==> src/rtl/bus_pkg.sv <==
// bus_pkg: shared widths and unpacker state encoding for the 24-bit bus stage
package bus_pkg;
    localparam int BUS_DATA_W     = 24;
    localparam int BYTE_W         = 8;
    localparam int BYTES_PER_WORD = 3;
    typedef enum logic [1:0] {EMPTY = 2'd0, HI = 2'd1, MID = 2'd2, LO = 2'd3} unpack_state_e;
endpackage

==> src/rtl/bus_fifo.sv <==
// bus_fifo: synchronous circular-buffer FIFO with one-bit-wider pointers and a registered level
module bus_fifo #(
    parameter int WIDTH = 24,
    parameter int DEPTH = 4,
    localparam int AW = $clog2(DEPTH)
) (
    input  logic             clk,
    input  logic             RSTn,
    input  logic             push,
    input  logic             pop,
    input  logic [WIDTH-1:0] wdata,
    output logic [WIDTH-1:0] rdata,
    output logic             full,
    output logic             empty,
    output logic [AW:0]      level
);
    logic [WIDTH-1:0] mem_q [DEPTH];
    logic [AW:0] wr_ptr_q, wr_ptr_d, rd_ptr_q, rd_ptr_d, level_q, level_d;
    assign full  = (wr_ptr_q[AW] != rd_ptr_q[AW]) && (wr_ptr_q[AW-1:0] == rd_ptr_q[AW-1:0]);
    assign empty = wr_ptr_q == rd_ptr_q;
    assign rdata = mem_q[rd_ptr_q[AW-1:0]];
    assign level = level_q;
    // pointers wrap naturally modulo 2*DEPTH; level tracks push minus pop
    always_comb begin
        wr_ptr_d = wr_ptr_q + {{AW{1'b0}}, push};
        rd_ptr_d = rd_ptr_q + {{AW{1'b0}}, pop};
        level_d  = level_q + {{AW{1'b0}}, push} - {{AW{1'b0}}, pop};
    end
    // storage array needs no reset: contents are only read behind valid pointers
    always_ff @(posedge clk) begin
        if (push) mem_q[wr_ptr_q[AW-1:0]] <= wdata;
    end
    // pointer and occupancy registers
    always_ff @(posedge clk or negedge RSTn) begin
        if (!RSTn) begin
            wr_ptr_q <= '0;
            rd_ptr_q <= '0;
            level_q  <= '0;
        end else begin
            wr_ptr_q <= wr_ptr_d;
            rd_ptr_q <= rd_ptr_d;
            level_q  <= level_d;
        end
    end
endmodule

==> src/rtl/bus_unpack.sv <==
// bus_unpack: buffers 24-bit words and emits them MSB-first as 3 bytes; BUS_UNPACK_PARITY_EN adds per-byte even parity
module bus_unpack import bus_pkg::*; #(
    parameter int DEPTH = 4
) (
    input  logic                    clk,
    input  logic                    RSTn,
    input  logic                    in_valid,
    input  logic [BUS_DATA_W-1:0]   in_data,
    output logic                    in_ready,
    output logic                    out_valid,
    output logic [BYTE_W-1:0]       out_data,
    output logic                    out_last,
    output logic                    out_parity,
    input  logic                    out_ready,
    output logic [$clog2(DEPTH):0]  level
);
    logic                  full, empty, push, load, xfer;
    logic [BUS_DATA_W-1:0] fifo_rdata;
    unpack_state_e         state_q, state_d;
    logic [BUS_DATA_W-1:0] sreg_q, sreg_d;
    logic [BYTE_W-1:0]     out_data_q, out_data_d;
    logic                  out_last_q, out_last_d, out_valid_q, out_valid_d;
    assign in_ready  = !full;
    assign push      = in_valid && !full;
    assign xfer      = out_valid_q && out_ready;
    assign load      = !empty && (state_q == EMPTY || (state_q == LO && xfer));
    assign out_valid = out_valid_q;
    assign out_data  = out_data_q;
    assign out_last  = out_last_q;
    bus_fifo #(.WIDTH(BUS_DATA_W), .DEPTH(DEPTH)) u_fifo (
        .clk   (clk),
        .RSTn  (RSTn),
        .push  (push),
        .pop   (load),
        .wdata (in_data),
        .rdata (fifo_rdata),
        .full  (full),
        .empty (empty),
        .level (level)
    );
    // next state: a load starts a fresh word at HI, a transfer rotates the next byte to the top
    always_comb begin
        state_d    = state_q;
        sreg_d     = sreg_q;
        out_last_d = out_last_q;
        if (load) begin
            state_d    = HI;
            sreg_d     = fifo_rdata;
            out_last_d = 1'b0;
        end else if (xfer) begin
            state_d    = state_q == HI ? MID : state_q == MID ? LO : EMPTY;
            sreg_d     = {sreg_q[BUS_DATA_W-BYTE_W-1:0], sreg_q[BUS_DATA_W-1 -: BYTE_W]};
            out_last_d = state_q == MID;
        end
        out_data_d  = (load || xfer) ? sreg_d[BUS_DATA_W-1 -: BYTE_W] : out_data_q;
        out_valid_d = state_d != EMPTY;
    end
    // FSM, shift register and registered byte outputs
    always_ff @(posedge clk or negedge RSTn) begin
        if (!RSTn) begin
            state_q     <= EMPTY;
            sreg_q      <= '0;
            out_data_q  <= '0;
            out_last_q  <= 1'b0;
            out_valid_q <= 1'b0;
        end else begin
            state_q     <= state_d;
            sreg_q      <= sreg_d;
            out_data_q  <= out_data_d;
            out_last_q  <= out_last_d;
            out_valid_q <= out_valid_d;
        end
    end
`ifdef BUS_UNPACK_PARITY_EN
    logic out_parity_q, out_parity_d;
    assign out_parity = out_parity_q;
    // parity follows the byte register so it holds with it during a stall
    always_comb begin
        out_parity_d = (load || xfer) ? ^out_data_d : out_parity_q;
    end
    // parity register
    always_ff @(posedge clk or negedge RSTn) begin
        if (!RSTn) out_parity_q <= 1'b0;
        else       out_parity_q <= out_parity_d;
    end
`else
    assign out_parity = 1'b0;
`endif
endmodule

==> config.mk <==
export PLATFORM = sky130hd
export DESIGN_NAME = bus_unpack
export DESIGN_NICKNAME = d
export VERILOG_FILES = /design/src/rtl/bus_pkg.sv /design/src/rtl/bus_fifo.sv /design/src/rtl/bus_unpack.sv
export SDC_FILE = /design/constraint.sdc
export NUM_CORES = 1
export LEC_CHECK = 0
export BUFFER_PORTS_ARGS = -buffer_cell sky130_fd_sc_hd__buf_2
export CAP_MARGIN = 15
export CORE_ASPECT_RATIO = 1.2
export CORE_MARGIN = 1
export CORE_UTILIZATION = 56
export CTS_BUF_LIST = sky130_fd_sc_hd__clkbuf_4
export DETAILED_ROUTE_END_ITERATION = 7
export PLACE_DENSITY = 0.78
export SLEW_MARGIN = 20
export SYNTH_ARGS = -nofsm -noshare
export SYNTH_HDL_FRONTEND = slang
export SYNTH_SLANG_ARGS = --single-unit
==> constraint.sdc <==
create_clock -name clk -period 3.2 [get_ports clk]
set_clock_uncertainty 0.2 [all_clocks]
set_input_delay 0.32 -clock clk [delete_from_list [all_inputs] [get_ports clk]]
set_output_delay 0.32 -clock clk [all_outputs]
set_load 0.01 [all_outputs]
==> impl_metrics.csv <==
group,metric,value,unit
routing,post_drt_wl_per_cell,18.9,µm
sta,grt_setup_unrepaired,"no",
clocking,number_of_buffers_created_by_cts,17,
clocking,worst_setup_hold_path_clk_slew,0.12,ns
routing,detail_route.drc_violations,0,
yosys,ys_top_cells_by_area,"sky130_fd_sc_hd__edfxtp_1, sky130_fd_sc_hd__dfrtp_1, sky130_fd_sc_hd__mux4_2, sky130_fd_sc_hd__mux2_2, sky130_fd_sc_hd__mux2_4",
yosys,netlist_instances,315,
yosys,number_of_library_cell_types_mapped_by_synthesis,36,
sta,maxSlewHeadroom,52.1,%
clocking,post-cts-setup-buffer-count,0,
finish,final_net_count,434,
yosys,synth_top_flop_cell,"sky130_fd_sc_hd__edfxtp_1",
routing,detail_route.iter0.violations,152,
power,p_leak,0.00257,µW
floorplan,initial_utilization,57.4,%
global_route,grt_max_degree,46,
finish,antennaDiodeCount,0,
worst_setup_path,endpoint_kind,"flip-flop",
sta,min_period,2.58,ns
sta,timing.setup.tns,0,ns
worst_setup_path,slowest_cell_on_the_critical_path,"sky130_fd_sc_hd__dfrtp_1",
power,power.density_cell_area,1020,nW/µm²
sta,report.final.slew_viol_count,0,
clocking,cts.sink_count,141,
hold_path,whs_path_depth,5,
worst_setup_path,startpoint_type_of_the_worst_setup_path,"flip-flop",
yosys,synth.largest_area_cell,"sky130_fd_sc_hd__edfxtp_1",
routing,ant_nets,0,
global_route,via_count_of_the_first_global_routing_pass,3191,
hold_path,worst_hold_path_type,"input pin to flip-flop",
yosys,fraction_of_synthesized_cell_area_taken_by_the_top_area_cell_type,50.2,%
yosys,yosysWarningCount,0,
yosys,avgSynthCellArea,18.2,µm²
finish,post_route_cells_drive_above_1_share,36.4,%
placed_design,gp_routability_congestion,0.757,
yosys,synth_edf_count,96,
global_route,number_of_antenna_violations_at_the_first_check_in_global_routing,0,
clocking,ctsLongestPathBuffers,2,
clocking,tritoncts,"built",
run,drv.max_cap_violation_count,0,
sta,timing.fmax,387,MHz
clocking,h-tree-depth,4,
yosys,synth_area,5750,µm²
clocking,worstSkewPairLatency,0.52,ns
clocking,ctsRootBufferMaster,"sky130_fd_sc_hd__clkbuf_4",
worst_setup_path,crit_chain,"inv_1 > ha_1 > a31oi_2 > a31o_1 > inv_1 > ha_1 > inv_1 > ha_1 > fa_1 > xor2_1 > xnor2_1",
routing,post_drt_via_cell_ratio,5.68,
finish,syn2layout_area_growth,17.4,%
finish,layout.cells.most_common,"sky130_fd_sc_hd__edfxtp_1",
floorplan,fp.coreArea,10000,µm²
yosys,asyncSetResetFlopFracSynth,31.9,%
worst_setup_path,slowest_delay,0.39,ns
sta,timing.final.crit_share,80.7,%
floorplan,die_x,94.5,µm
worst_setup_path,worst-endpoint-arrival,2.80,ns
routing,detailedRoute.firstPassIterationCount,4,
worst_setup_path,crit_fanout,3,
worst_setup_path,r2r.worst_path.cells,11,
yosys,synth-seq-area-share,69.8,%
floorplan,fp.dieArea,10700,µm²
yosys,syn_nets,353,
placed_design,place_area,6110,µm²
placed_design,number_of_buffers_added_on_ports,41,
finish,fin_area,6750,µm²
worst_setup_path,criticalPathCategory,"flip-flop to flip-flop",
sta,worstMarginPinSlew,0.719,ns
power,vdd_ir_drop_max,0.488,mV
floorplan,pin_count,43,
finish,mostFrequentLayoutCells,"sky130_fd_sc_hd__edfxtp_1, sky130_fd_sc_hd__dfrtp_1, sky130_fd_sc_hd__buf_2, sky130_fd_sc_hd__nand2_1, sky130_fd_sc_hd__dlygate4sd3_1",
global_route,grt_first_pass_wirelength,16500,µm
global_route,grtUsageTotal,21.5,%
global_route,grt_overflow_total,0,
run_status,outcome,"finished, final reports clean",
sta,finalHoldViolCount,0,
floorplan,die_h,113,µm
routing,dr_total_vias,3038,
yosys,synthesis_stage_register_bit_count,141,
routing,detail_route.wirelength,10100,µm
placed_design,dp_hpwl,6190,µm
worst_setup_path,critPathRequiredTime,3.41,ns
sta,setup_viol,0,
floorplan,rows,40,
[flip-flops by register name, indices dropped and copies added (netlist names)]
register	count
out_data	8
u_fifo.wr_ptr_q	3
sreg_q	24
state_q	2
out_last	1
out_valid	1
u_fifo.mem_q	96
u_fifo.level	3
u_fifo.rd_ptr_q	3
[worst max-delay path: cells and delay by family (launching register included)]
family,cells,cell delay (ns)
AOI/OAI and AO/OA,2,0.34
adders and majority gates,4,1.08
buffers and inverters,3,0.19
xor gates and xnor gates,2,0.28
DFF,1,0.39
[routing by layer]
layer	up-vias	wire length, µm	track usage, %
met4	0	213	9.90
li1	1390	-	-
met3	15	401	4.57
met5	-	0	0
met2	87	5280	35.4
met1	1546	4230	27.5
[kinds of logic (layout without fill, tap and decap cells)]
group | Yosys count | in the layout | synth area share (%)
DFF | 141 | 141 | 69.8
muxes | 57 | 57 | 16.5
buffers and inverters | 27 | 121 | 2.81
other | 1 | 1 | 0.0653
and+or+nand+nor | 38 | 38 | 2.92
xor gates and xnor gates | 10 | 10 | 1.52
AOI/OAI and AO/OA | 31 | 31 | 4.11
adders and majority gates | 10 | 10 | 2.31
[cells in the mapped netlist (3+ instances only)]
cell	count
sky130_fd_sc_hd__a31oi_1	17
sky130_fd_sc_hd__buf_2	6
sky130_fd_sc_hd__ha_1	9
sky130_fd_sc_hd__mux4_2	24
sky130_fd_sc_hd__mux2_2	22
sky130_fd_sc_hd__nand2_1	26
sky130_fd_sc_hd__clkbuf_1	3
sky130_fd_sc_hd__edfxtp_1	96
sky130_fd_sc_hd__dfrtp_1	45
sky130_fd_sc_hd__buf_6	6
sky130_fd_sc_hd__inv_1	8
sky130_fd_sc_hd__a311oi_1	7
sky130_fd_sc_hd__xor2_1	6
sky130_fd_sc_hd__mux2_4	10
sky130_fd_sc_hd__xnor2_1	4
[worst paths after layout]
| path | from | endpoint | slack (ns) |
|---|---|---|---|
| max | state_q[0] | u_fifo.level[2] | 0.62 |
| min in group asynchronous | RSTn | u_fifo.wr_ptr_q[1] | 0.14 |
| min reg2reg | u_fifo.level[2] | u_fifo.level[2] | 0.28 |
| min | in_valid | u_fifo.level[0] | 0.12 |
| max reg2reg | state_q[0] | u_fifo.level[2] | 0.62 |
| max in group asynchronous | RSTn | sreg_q[10] | 2.24 |
[power by group]
| group | internal (µW) | switching (µW) |
|---|---|---|
| sequential | 2580 | 282 |
| clock | 777 | 632 |
| combinational | 1270 | 1330 |
| total | 4630 | 2240 |
[through the flow]
step	instances	power [µW]	worst slack (ns)	utilization, %	hold slack (ns)
global route	535	7290	0.504	67.4	0.136
global placement	477	5380	0.709	61.1	0.258
detailed placement	477	5490	0.650	61.1	0.276
floorplan	315	4820	0.334	-	-0.176
finish	535	6870	0.619	67.4	0.116
CTS	535	6930	0.620	67.4	0.0846
[timing repair]
item	CTS	global route
hold endpoints to repair	142	0
hold buffers	26	0
gates resized for setup	0	0
[cell type report]
| cell class | count | area [µm²] |
|---|---|---|
| repair buffers | 80 | 566 |
| inverters | 9 | 33.8 |
| multi-input cells | 147 | 1610 |
| well taps | 126 | 158 |
| flip-flops and latches | 141 | 4010 |
| fillers | 677 | 3260 |
| clock inverters | 15 | 244 |
| clock buffers | 17 | 128 |
Power figures use the tool's default switching activity.
